**src/rtl/keypad_if.sv**
```systemverilog
// Keypad pin and key-event bundle between the matrix scanner and its consumer.
// master = scanner side, slave = pins/code-entry side.
interface keypad_if;
  logic [3:0] fila;
  logic [2:0] columna;
  logic [3:0] key_code;
  logic       key_valid;
  logic       key_held;

  modport master (
    input  fila,
    output columna,
    output key_code,
    output key_valid,
    output key_held
  );

  modport slave (
    output fila,
    input  columna,
    input  key_code,
    input  key_valid,
    input  key_held
  );
endinterface

```
**src/rtl/keypad_scanner.sv**
```systemverilog
// 4x3 matrix keypad scanner: column strobing, row synchronizer,
// press/release debounce and one registered key event per press.
module keypad_scanner #(
  parameter int unsigned SCAN_DIV   = 1000,
  parameter int unsigned DEBOUNCE_N = 500000
) (
  input logic      clk,
  input logic      rst,
  keypad_if.master kp
);

  localparam int unsigned DW = $clog2(SCAN_DIV);
  localparam int unsigned BW = $clog2(DEBOUNCE_N);
  localparam logic [DW-1:0] DIV_MAX = DW'(SCAN_DIV - 1);
  localparam logic [BW-1:0] DEB_MAX = BW'(DEBOUNCE_N - 1);

  typedef enum logic [1:0] {
    SCAN,
    DEBOUNCE,
    HELD
  } state_t;

  state_t        state_q, state_d;
  logic [3:0]    sync1_q, sync1_d;
  logic [3:0]    sync2_q, sync2_d;
  logic [DW-1:0] div_q, div_d;
  logic [BW-1:0] deb_q, deb_d;
  logic [3:0]    row_q, row_d;
  logic [2:0]    columna_q, columna_d;
  logic [3:0]    key_code_q, key_code_d;
  logic          key_valid_q, key_valid_d;
  logic          key_held_q, key_held_d;

  logic [3:0] rows;
  logic       rows_one_hot;
  logic [2:0] col_next;

  function automatic logic [3:0] key_map(
    input logic [3:0] r,
    input logic [2:0] c
  );
    logic [3:0] ri;
    logic [3:0] ci;
    logic [3:0] code;
    ri = 4'd0;
    ci = 4'd0;
    code = 4'd0;
    unique case (1'b1)
      r[1]:    ri = 4'd1;
      r[2]:    ri = 4'd2;
      r[3]:    ri = 4'd3;
      default: ri = 4'd0;
    endcase
    unique case (1'b1)
      c[1]:    ci = 4'd1;
      c[2]:    ci = 4'd2;
      default: ci = 4'd0;
    endcase
    // Bottom row carries the symbols around the zero key
    if (ri == 4'd3) begin
      unique case (ci)
        4'd0:    code = 4'hA;
        4'd1:    code = 4'h0;
        default: code = 4'hB;
      endcase
    end else begin
      code = ri * 4'd3 + ci + 4'd1;
    end
    return code;
  endfunction

  assign rows = sync2_q;
  assign rows_one_hot = (rows != 4'd0) &&
                        ((rows & (rows - 4'd1)) == 4'd0);
  assign col_next = {columna_q[1:0], columna_q[2]};

  always_comb begin
    sync1_d     = kp.fila;
    sync2_d     = sync1_q;
    state_d     = state_q;
    div_d       = div_q;
    deb_d       = deb_q;
    row_d       = row_q;
    columna_d   = columna_q;
    key_code_d  = key_code_q;
    key_valid_d = 1'b0;
    key_held_d  = key_held_q;
    unique case (state_q)
      SCAN: begin
        if (div_q == DIV_MAX) begin
          div_d = '0;
          if (rows_one_hot) begin
            row_d   = rows;
            deb_d   = '0;
            state_d = DEBOUNCE;
          end else begin
            columna_d = col_next;
          end
        end else begin
          div_d = div_q + DW'(1);
        end
      end
      DEBOUNCE: begin
        if (rows == row_q) begin
          if (deb_q == DEB_MAX) begin
            key_code_d  = key_map(row_q, columna_q);
            key_valid_d = 1'b1;
            key_held_d  = 1'b1;
            deb_d       = '0;
            state_d     = HELD;
          end else begin
            deb_d = deb_q + BW'(1);
          end
        end else begin
          deb_d     = '0;
          columna_d = col_next;
          state_d   = SCAN;
        end
      end
      HELD: begin
        if (rows == 4'd0) begin
          if (deb_q == DEB_MAX) begin
            key_held_d = 1'b0;
            deb_d      = '0;
            columna_d  = col_next;
            state_d    = SCAN;
          end else begin
            deb_d = deb_q + BW'(1);
          end
        end else begin
          deb_d = '0;
        end
      end
      default: begin
        state_d = SCAN;
      end
    endcase
  end

  always_ff @(posedge clk) begin
    if (rst) begin
      state_q     <= SCAN;
      sync1_q     <= '0;
      sync2_q     <= '0;
      div_q       <= '0;
      deb_q       <= '0;
      row_q       <= '0;
      columna_q   <= 3'b001;
      key_code_q  <= 4'h0;
      key_valid_q <= 1'b0;
      key_held_q  <= 1'b0;
    end else begin
      state_q     <= state_d;
      sync1_q     <= sync1_d;
      sync2_q     <= sync2_d;
      div_q       <= div_d;
      deb_q       <= deb_d;
      row_q       <= row_d;
      columna_q   <= columna_d;
      key_code_q  <= key_code_d;
      key_valid_q <= key_valid_d;
      key_held_q  <= key_held_d;
    end
  end

  assign kp.columna   = columna_q;
  assign kp.key_code  = key_code_q;
  assign kp.key_valid = key_valid_q;
  assign kp.key_held  = key_held_q;

endmodule
```
**src/flat_wrapper.sv**
```systemverilog
// flat-port wrapper written by rule: the top's interface ports become plain ports
module keypad_scanner_flat 
#(
  parameter int unsigned SCAN_DIV   = 1000,
  parameter int unsigned DEBOUNCE_N = 500000
)
  (clk, rst, kp_fila, kp_columna, kp_key_code, kp_key_valid, kp_key_held);
  keypad_if kp_i ();
  input logic clk;
  input logic rst;
  input wire logic [$bits(kp_i.fila)-1:0] kp_fila;
  output wire logic [$bits(kp_i.columna)-1:0] kp_columna;
  output wire logic [$bits(kp_i.key_code)-1:0] kp_key_code;
  output wire logic [$bits(kp_i.key_valid)-1:0] kp_key_valid;
  output wire logic [$bits(kp_i.key_held)-1:0] kp_key_held;
  assign kp_i.fila = kp_fila;
  assign kp_columna = kp_i.columna;
  assign kp_key_code = kp_i.key_code;
  assign kp_key_valid = kp_i.key_valid;
  assign kp_key_held = kp_i.key_held;
  keypad_scanner #(.SCAN_DIV(SCAN_DIV), .DEBOUNCE_N(DEBOUNCE_N)) u_core (.clk(clk), .rst(rst), .kp(kp_i));
endmodule
```
**config.mk**
```make
export PLATFORM = sky130hd
export DESIGN_NAME = keypad_scanner_flat
export DESIGN_NICKNAME = d
export VERILOG_FILES = /design/src/rtl/keypad_if.sv /design/src/rtl/keypad_scanner.sv /design/src/flat_wrapper.sv
export SDC_FILE = /design/constraint.sdc
export NUM_CORES = 1
export LEC_CHECK = 0
export ABC_AREA = 1
export CELL_PAD_IN_SITES_DETAIL_PLACEMENT = 1
export CELL_PAD_IN_SITES_GLOBAL_PLACEMENT = 2
export CORE_UTILIZATION = 35
export CTS_CLUSTER_SIZE = 16
export DETAILED_ROUTE_END_ITERATION = 12
export PLACE_DENSITY_LB_ADDON = 0.08
export RECOVER_POWER = 50
export SLEW_MARGIN = 30
export SYNTH_ARGS = -nofsm -noshare
export SYNTH_HDL_FRONTEND = slang
export SYNTH_SLANG_ARGS = --single-unit
```
**constraint.sdc**
```tcl
create_clock -name clk -period 4 [get_ports clk]
set_clock_uncertainty 0.2 [all_clocks]
set_input_delay 0.8 -clock clk [delete_from_list [all_inputs] [get_ports clk]]
set_output_delay 0.8 -clock clk [all_outputs]
set_load 0.01 [all_outputs]
```
Yosys cells after proc, flatten, opt, wreduce, memory -nomap -nowiden. Cells that the tools add are included.

Input bits: 6. Bits in latches: 0. Memories kept: 0. Word-level logic and storage cells: 86. Memory bits (writable): 0. Flip-flop bits (word level): 52. Bits in read-only memories: 0. Output and inout bits: 9.

Order comparisons: 0. Shift operators: 0. $mul: 1. Bitwise operators: 3. Divide/modulo/power cells: 0. Eq/ne operators: 16. $add $sub $neg: 5. Multiplexer cells: 36. Reductions and logical operators: 15.

Operators with widths (count): 2-to-1 mux 19 bit (5); one-hot mux 19 bit (3 select lines) (1); 2-to-1 mux 4 bit (7); adder 19 x 1 -> 19 bit (second input constant) (1); == test 19 bit (second input constant) (1); 2-to-1 mux 3 bit (5); logical NOT 4 bit (3); 2-to-1 mux 2 bit (6); inequality test 2 x 1 -> 1 bit (second input constant) (6); one-hot mux 2 bit (3 select lines) (2); adder 10 x 1 -> 10 bit (second input constant) (1); == test 10 bit (second input constant) (1); 2-to-1 mux 10 bit (1); AND reduction 5 bit (2); one-hot mux 3 bit (3 select lines) (1); AND reduction 3 bit (3); one-hot mux 4 bit (2 select lines) (1); AND reduction 6 bit (1); 2-to-1 mux 1 bit (5); adder 4 x 1 -> 4 bit (second input constant) (1); adder 4 bit (1); AND 4 bit (1); == test 4 x 1 -> 1 bit (second input constant) (1); == test 4 x 2 -> 1 bit (second input constant) (1); 16 further kinds (18).

Longest topological paths before layout. Gate-level depths: netlist of the first run.

Depth in word-level cells: 8. Depth in mapped cells: 12. Gate-level depth less buffers: 12.

Worst setup path before layout of the first run. No wires, ideal clock.

Path kind: reg-to-reg. Start point: register u_core.row_q[3]. End point: register u_core.key_code_q[3], in the netlist u_core.kp.key_code[3]. Path slack: 1911 ps. Arrival time: 1774 ps. Buffers on the path: 0. Cell stages (with the launch flop): 12. Library setup time: 116 ps. Required time: 3684 ps. Clock period less this slack: 2089 ps. Cells stage by stage: dfxtp_1 nor2_1 inv_1 o21ai_0 inv_1 ha_1 or2_2 ha_1 a21oi_1 a21oi_1 nor2_1 nor2_1.

Cells in the longest elaborated chain, start to end: 8. Elaborated cells between the ends (all ways): 11. Those cells by class: add/sub: 2; mul: 1; eq/ne: 2; mux: 5; reduce/logical: 1.

Ends and longest elaborated chain: from (decl) (line keypad_scanner.sv:28) `logic [3:0] row_q, row_d;`; from (signal assigned) (line keypad_scanner.sv:158) `row_q <= row_d;`; one-hot mux 2 bit (3 select lines) (line keypad_scanner.sv:48) `unique case (1'b1)`; 2-to-1 mux 4 bit (line keypad_scanner.sv:105) `if (deb_q == DEB_MAX) begin`; 2-to-1 mux 4 bit (line keypad_scanner.sv:104) `if (rows == row_q) begin`; 2-to-1 mux 4 bit (line keypad_scanner.sv:88) `unique case (state_q)`; multiplier 4 x 2 -> 4 bit (line keypad_scanner.sv:67) `code = ri * 4'd3 + ci + 4'd1;`; adder 4 bit (line keypad_scanner.sv:67); adder 4 x 1 -> 4 bit (line keypad_scanner.sv:67); 2-to-1 mux 4 bit (line keypad_scanner.sv:60) `if (ri == 4'd3) begin`; to (signal assigned) (line keypad_scanner.sv:160) `key_code_q <= key_code_d;`; to (decl) (line keypad_scanner.sv:30) `logic [3:0] key_code_q, key_code_d;`.

Parallel ways exist; a longest one is shown, timed or not. The select of a mux whose other input is x is not followed. A chain may end at the register's enable or synchronous reset.

Worst setup path after layout of the first run.
Start point: register u_core.div_q[0]. End point: register u_core.deb_q[4].

Cells in the longest elaborated chain, start to end: 3.

Ends and longest elaborated chain: from (decl) (line keypad_scanner.sv:26) `logic [DW-1:0] div_q, div_d;`; from (signal assigned) (line keypad_scanner.sv:156) `div_q <= div_d;`; == test 10 bit (line keypad_scanner.sv:90) `if (div_q == DIV_MAX) begin`; inequality test 2 x 1 -> 1 bit (no source line); AND reduction 3 bit (no source line); to (signal assigned) (line keypad_scanner.sv:146) `deb_q <= '0;`; to (signal assigned) (line keypad_scanner.sv:157) `deb_q <= deb_d;`; to (decl) (line keypad_scanner.sv:27) `logic [BW-1:0] deb_q, deb_d;`.

No other way between the ends.

==> results of run 1 <==
[worst reg2reg max path: stages, from the launching register on]
cell and delay, ns:
dfxtp_1 0.39, ha_1 0.22, nand2_1 0.10, nor2_1 0.11
nand3_1 0.12, nand2_1 0.16, nand3_1 0.68, inv_4 0.41
nand2_1 0.27, nand2_4 0.19, nor3_1 0.06
[routing by layer]
metal	up-vias	track usage, %	part of all wire [%]
li1	1387	-	-
met1	1245	23.2	50
met2	13	32.3	48
met3	6	2.96	1.3
met4	0	3.91	0.89
met5	-	0	0
[registers in the layout (all words and copies together), names as in the netlist]
register	cells
u_core.kp.key_valid	1
u_core.kp.columna	3
u_core.div_q	10
u_core.rows	4
u_core.sync1_q	4
u_core.state_q	2
u_core.kp.key_held	1
u_core.deb_q	19
u_core.kp.key_code	4
u_core.row_q	4
[placed cells by master, fill, tap and decap left out, types with 2 or more instances in the layout]
master	netlist	routed
nand4_1	8	8
nand3b_1	2	2
nor2_4	2	2
dfxtp_1	52	52
inv_1	74	74
clkdlybuf4s50_1	0	6
nor2_2	3	2
dlygate4sd3_1	0	8
o21ai_1	2	2
nor3_2	4	4
clkbuf_8	0	7
nand2_1	98	100
o21ai_0	22	22
a21oi_1	27	27
ha_1	9	9
or2_2	2	2
a22oi_1	2	2
nor3_1	8	8
nor2_1	62	63
nand3_1	32	33
[kinds of logic (layout without fill, tap and decap cells)]
logic type	after synthesis	count (layout)	synth area share, %
and+or+nand+nor	228	228	36.3
DFF	52	52	36.4
AOI/OAI and AO/OA	58	58	11.1
adders and majority gates	10	10	4.64
buffers and inverters	83	99	11.2
xor gates and xnor gates	1	1	0.306
[how the worst max path moves through the flow]
stage | depth (start not counted) | start | slack [ns] | end
global placement | 5 | rst | 1.42 | u_core.deb_q[3]
finish | 10 | u_core.div_q[0] | 0.97 | u_core.deb_q[4]
global route | 10 | u_core.div_q[0] | 0.72 | u_core.deb_q[0]
detailed placement | 5 | rst | 1.37 | u_core.row_q[2]
CTS | 1 | u_core.kp.columna[1] | 1.56 | kp_columna[1]
floorplan | 11 | u_core.row_q[3] | 1.91 | u_core.kp.key_code[3]
[final cells by class]
class	count	area share [%]
tap	102	3.99
clock inverter	1	0.938
inverter	76	8.99
sequential	52	32.5
timing repair buffer	15	4.61
clock buffer	7	3.01
multi-input combinational	297	46.0
[cells in the mapped netlist, types with 2 or more instances]
master | count | share of area (%)
nand2_1 | 98 | 13
inv_1 | 74 | 9.7
nor2_1 | 62 | 8.1
dfxtp_1 | 52 | 36
nand3_1 | 32 | 5.6
a21oi_1 | 27 | 4.7
o21ai_0 | 22 | 3.9
ha_1 | 9 | 3.9
nand4_1 | 8 | 1.8
nor3_1 | 8 | 1.4
clkbuf_1 | 6 | 0.79
nor3_2 | 4 | 1.4
nor2_2 | 3 | 0.66
a22oi_1 | 2 | 0.53
nand2_2 | 2 | 0.44
nand2_4 | 2 | 0.79
nand3b_1 | 2 | 0.53
nor2_4 | 2 | 0.79
o21ai_1 | 2 | 0.35
or2_2 | 2 | 0.44
[power by group]
group          switching, uW  internal, uW  total [uW]  leakage, uW
combinational           23.7          13.9        37.6     0.000929
sequential              4.84           524         529     0.000421
clock                    182           221         403    0.0000645
[through the flow]
stage	hold slack (ns)	total power (uW)	cell area, sq um
4_1_cts	0.214	986	3230
2_1_floorplan	0.188	564	2860
6_report	0.209	969	3200
3_3_place_gp	0.197	579	3100
3_5_place_dp	0.198	580	3100
5_1_grt	0.227	1010	3200
==> flow_summary_export.csv, run 1 <==
group,metric,value,unit
synth,ys_seq_area_share,36.4,%
timing,setup-violations-final,0,
finish,nFillCells,1017,
hold_path,worstHoldStart,"u_core.sync1_q[1]",
routing,avgRoutedWirePerCell,13.0,microns
setup_path,reg2reg_to,"u_core.deb_q[4]",
placed_design,io_buffers,14,
routing,ant_nets,0,
timing,period_share,75.7,%
clock_network,postCtsSetupBuffers,0,
setup_path,crit_chain,"ha_1 -> nand2_1 -> nor2_1 -> nand3_1 -> nand2_1 -> nand3_1 -> inv_4 -> nand2_1 -> nand2_4 -> nor3_1",
setup_path,path_buf_inv,1,
grt,overflow,0,
placed_design,dp.cells,542,
finish,fin_nets,463,
synth,ys_ff_latch,52,
timing,maxSlewViolCount,0,
timing,finalHoldViolCount,0,
grt,grt_first_pass_wirelength,12600,microns
clock_network,cts_buffers,5,
synth,synthCells,432,
grt,first_global_vias,2718,
timing,timing.slew.headroom,35.1,%
clock_network,cts_root_buf,"clkbuf_8",
hold_path,holdPathStages,2,
floorplanning,start_util,36.6,%
timing,tightest_slew,0.970,ns
clock_network,clkTransAtPathRegs,0.10,ns
routing,drt_first_pass_iters,4,
grt,grt_max_degree,24,
setup_path,reg2reg_slack,0.97,ns
synth,syn_avg_cell_area,6.62,sq um
setup_path,crit_slowest_cell,"nand3_1",
placed_design,pre_cts_slack,1.37,ns
synth,ys_types,33,
floorplanning,ios,15,
timing,rsz0062_at_grt,"no",
routing,drc,0,
power_and_ir_drop,power_density,303,nW/um^2
setup_path,critPathMaxFanout,15,
setup_path,cp_slowest_stage_delay,0.68,ns
power_and_ir_drop,p_leak,0.00141,uW
synth,synth_edf_count,0,
setup_path,r2r_start,"u_core.div_q[0]",
job,max-cap-violations,0,
synth,synth_flop_cell,"dfxtp_1",
clock_network,clock_sinks,52,
synth,async_flop_share,0,%
setup_path,start_kind,"flip-flop",
routing,routed_via_density,4.82,
timing,fmax,330,MHz
placed_design,gp_congestion,0.753,
floorplanning,coreArea,7810,sq um
grt,grt_antenna_before_repair,0,
synth,syn_area,2860,sq um
clock_network,cts_buffer_depth,2,
grt,grt_use_total,18.3,%
clock_network,hold_buffers,0,
setup_path,crit_family,"simple AND/OR/NAND/NOR gates",
finish,final_cells,550,
finish,antenna_cells,0,
floorplanning,dieArea,8530,sq um
clock_network,cts_resized,0,
finish,drive_gt1_share,5.80,%
setup_path,critPathRequiredTime,4.00,ns
timing,setup_ws,0.973,ns
status,status,"finished, final reports clean",
routing,vias,2651,
routing,drt-initial-drc-count,65,
hold_path,holdPathEnd,"u_core.rows[1]",
setup_path,r2r_cells,10,
placed_design,place_hpwl,5500,microns
setup_path,timing_worst_setup_path_type,"flip-flop to flip-flop",
finish,area_growth,12.0,%
timing,setup_tns,0,ns
synth,ys.warnings.count,0,
finish,seqCellArea,1040,sq um
clock_network,cts_tree,"built",
routing,drt_wl_total,7160,microns
floorplanning,die_w,92.4,microns
floorplanning,die_y,92.4,microns
floorplanning,rows,32,
setup_path,critPathArrivalTime,3.03,ns
clock_network,clk-insertion-delay-late,0.31,ns
finish,multi_input_area,1470,sq um
setup_path,crit_path_end_kind,"flip-flop",
timing,finalCriticalPeriod,3.03,ns
setup_path,crit_path_frequent_cell,"nand2_1",
clock_network,htree_num_levels,2,
finish,post-route-util,41.0,%
hold_path,hp-class,"flip-flop to flip-flop",
power_and_ir_drop,irDropWorstVdd,0.000122,V
synth,syn-num-nets,448,
Power figures use the tool's default switching activity.
==> run 2: changes to the inputs <==
CORE_UTILIZATION = 33   (was 35)
clock period = 2.8 ns   (was 4 ns; I/O delays follow)
==> run 2 against run 1 <==
  * Worst hold slack gained 0.0028 ns
  * Utilization shrank 2.3 points
  * Setup slack lost 0.54 ns
  * Highest routed layer unchanged
  * Non-clock buffer count grew 1
  * Critical endpoint is now u_core.kp.key_code[2]
  * Sequential share of layout area shrank 0.10 points
  * Via count grew 0.64%
  * First-iteration DRC count grew 3.1%
  * Critical path depth shrank 5
  * Count of clock-buffer cells in the layout shrank 2
  * Power grew 39%
  * Routed wire length grew 0.82%
  * Global-route usage shrank 0.61 points
==> flow_summary_export.csv, run 2 (synthesis results as in run 1) <==
group,metric,value,unit
power_and_ir_drop,intPower,1030,uW
clock_network,cts_buffer_depth,2,
grt,grt_use_total,17.7,%
finish,seqCellArea,1040,sq um
setup_path,reg2reg_slack,0.48,ns
clock_network,htree_num_levels,2,
placed_design,dp.cells,546,
job,max-cap-violations,0,
power_and_ir_drop,irDropWorstVdd,0.000183,V
placed_design,place_hpwl,5580,microns
finish,final_cells,554,
grt,grt_antenna_before_repair,0,
finish,final_common_cell,"nand2_1",
clock_network,cts_resized,0,
routing,routed_via_density,4.82,
clock_network,clock_sinks,52,
floorplanning,rows,33,
routing,drc,0,
clock_network,clkTransAtPathRegs,0.10,ns
setup_path,critPathArrivalTime,2.37,ns
finish,drive_gt1_share,6.24,%
routing,drt-initial-drc-count,67,
placed_design,gp_congestion,0.841,
timing,maxSlewViolCount,0,
clock_network,cts_root_buf,"clkbuf_8",
clock_network,cts_buffers,5,
power_and_ir_drop,p_leak,0.00141,uW
finish,multi_input_area,1490,sq um
hold_path,worstHoldStart,"u_core.sync1_q[2]",
grt,grt_first_pass_wirelength,12400,microns
timing,timing.slew.headroom,21.5,%
setup_path,timing_worst_setup_path_type,"input port to flip-flop",
finish,final_cell_mix,"nand2_1 (99), inv_1 (74), nor2_1 (62)",
setup_path,crit_path_end_kind,"flip-flop",
grt,overflow,0,
power_and_ir_drop,clockPowerShare,39.7,%
setup_path,cp-startpoint,"rst",
finish,largest_reg_flops,19,
power_and_ir_drop,power_density,419,nW/um^2
power_and_ir_drop,p_seq_share,56.2,%
status,status,"finished, final reports clean",
routing,avgRoutedWirePerCell,13.0,microns
timing,period_share,84.6,%
setup_path,path_buf_inv,2,
power_and_ir_drop,net-switching-power,310,uW
timing,setup-violations-final,0,
setup_path,critPathRequiredTime,2.80,ns
placed_design,io_buffers,14,
floorplanning,coreArea,8300,sq um
clock_network,clk-insertion-delay-late,0.31,ns
clock_network,hold_buffers,0,
floorplanning,die_w,95.1,microns
finish,area_growth,12.3,%
floorplanning,die_y,95.1,microns
setup_path,crit_slowest_cell,"clkbuf_1",
routing,ant_nets,0,
timing,rsz0062_at_grt,"no",
floorplanning,start_util,34.4,%
finish,regMostFlops,"u_core.deb_q",
finish,antenna_cells,0,
routing,vias,2668,
floorplanning,dieArea,9040,sq um
routing,drt_first_pass_iters,4,
grt,first_global_vias,2670,
setup_path,crit_chain,"clkdlybuf4s50_1 -> clkbuf_1 -> nor3_1 -> o211ai_1 -> nand2_1",
finish,nFillCells,1083,
timing,fmax,422,MHz
finish,fin_nets,464,
timing,setup_tns,0,ns
clock_network,postCtsSetupBuffers,0,
hold_path,hp-class,"flip-flop to flip-flop",
setup_path,crit_family,"buffers and inverters",
timing,finalHoldViolCount,0,
clock_network,cts_tree,"built",
timing,tightest_slew,1.18,ns
setup_path,cp_slowest_stage_delay,0.87,ns
setup_path,r2r_start,"u_core.deb_q[0]",
placed_design,pre_cts_slack,0.550,ns
finish,reg_top3,"u_core.deb_q: 19 flops, u_core.div_q: 10 flops",
routing,drt_wl_total,7220,microns
setup_path,start_kind,"input port",
power_and_ir_drop,pwr-share-comb,4.2,%
floorplanning,ios,15,
grt,grt_max_degree,23,
timing,finalCriticalPeriod,2.37,ns
power_and_ir_drop,swShare,23.1,%
setup_path,critPathMaxFanout,22,
timing,setup_ws,0.432,ns
## run 2: layout make-up
cell class              instances  share of cell area [%]
multi-input cells             297                    46.4
flip-flops and latches         52                    32.4
inverters                      76                    8.96
repair buffers                 16                    4.71
well taps                     105                    4.09
clock buffers                   5                    2.14
clock inverters                 3                    1.32
## run 2: path summary, 6_finish.rpt
check | endpoint | cells after the start
worst min-delay path | u_core.rows[2] | 2
worst max register to register | u_core.kp.key_code[1] | 8
worst min register to register | u_core.rows[2] | 2
worst max-delay path | u_core.kp.key_code[2] | 5
## run 2: metal layers
| layer | vias to the layer above | global-route usage [%] | part of all wire, % |
|---|---|---|---|
| li1 | 1386 | - | - |
| met5 | - | 0 | 0 |
| met2 | 13 | 31.2 | 48 |
| met3 | 6 | 2.63 | 1.4 |
| met1 | 1263 | 22.4 | 49 |
| met4 | 0 | 4.17 | 0.90 |
## run 2: power groups by stage
stage	Clock, uW	Sequential [uW]	Combinational, uW
after floorplan	0	771	35.9
after global placement	0	772	56.6
after detailed placement	0	773	57.9
after CTS	553	756	57.8
after global routing	584	757	64.6
final	533	756	55.8
## run 2: worst reg2reg max path: cells and delay by family, from the launching register on
kind / cells / cell delay [ns]
buffers and inverters: 1 / 0.13
and+or+nand+nor: 6 / 1.33
adders and majority gates: 1 / 0.18
DFF: 1 / 0.37
## run 2: stage by stage
stage / area, sq um / utilization (%) / total power (uW) / hold slack (ns)
global placement: 3110 / 37.5 / 829 / 0.201
floorplan: 2860 / - / 806 / 0.188
finish: 3210 / 38.7 / 1340 / 0.212
global route: 3210 / 38.7 / 1410 / 0.230
CTS: 3220 / 38.8 / 1370 / 0.216
detailed placement: 3110 / 37.5 / 831 / 0.199
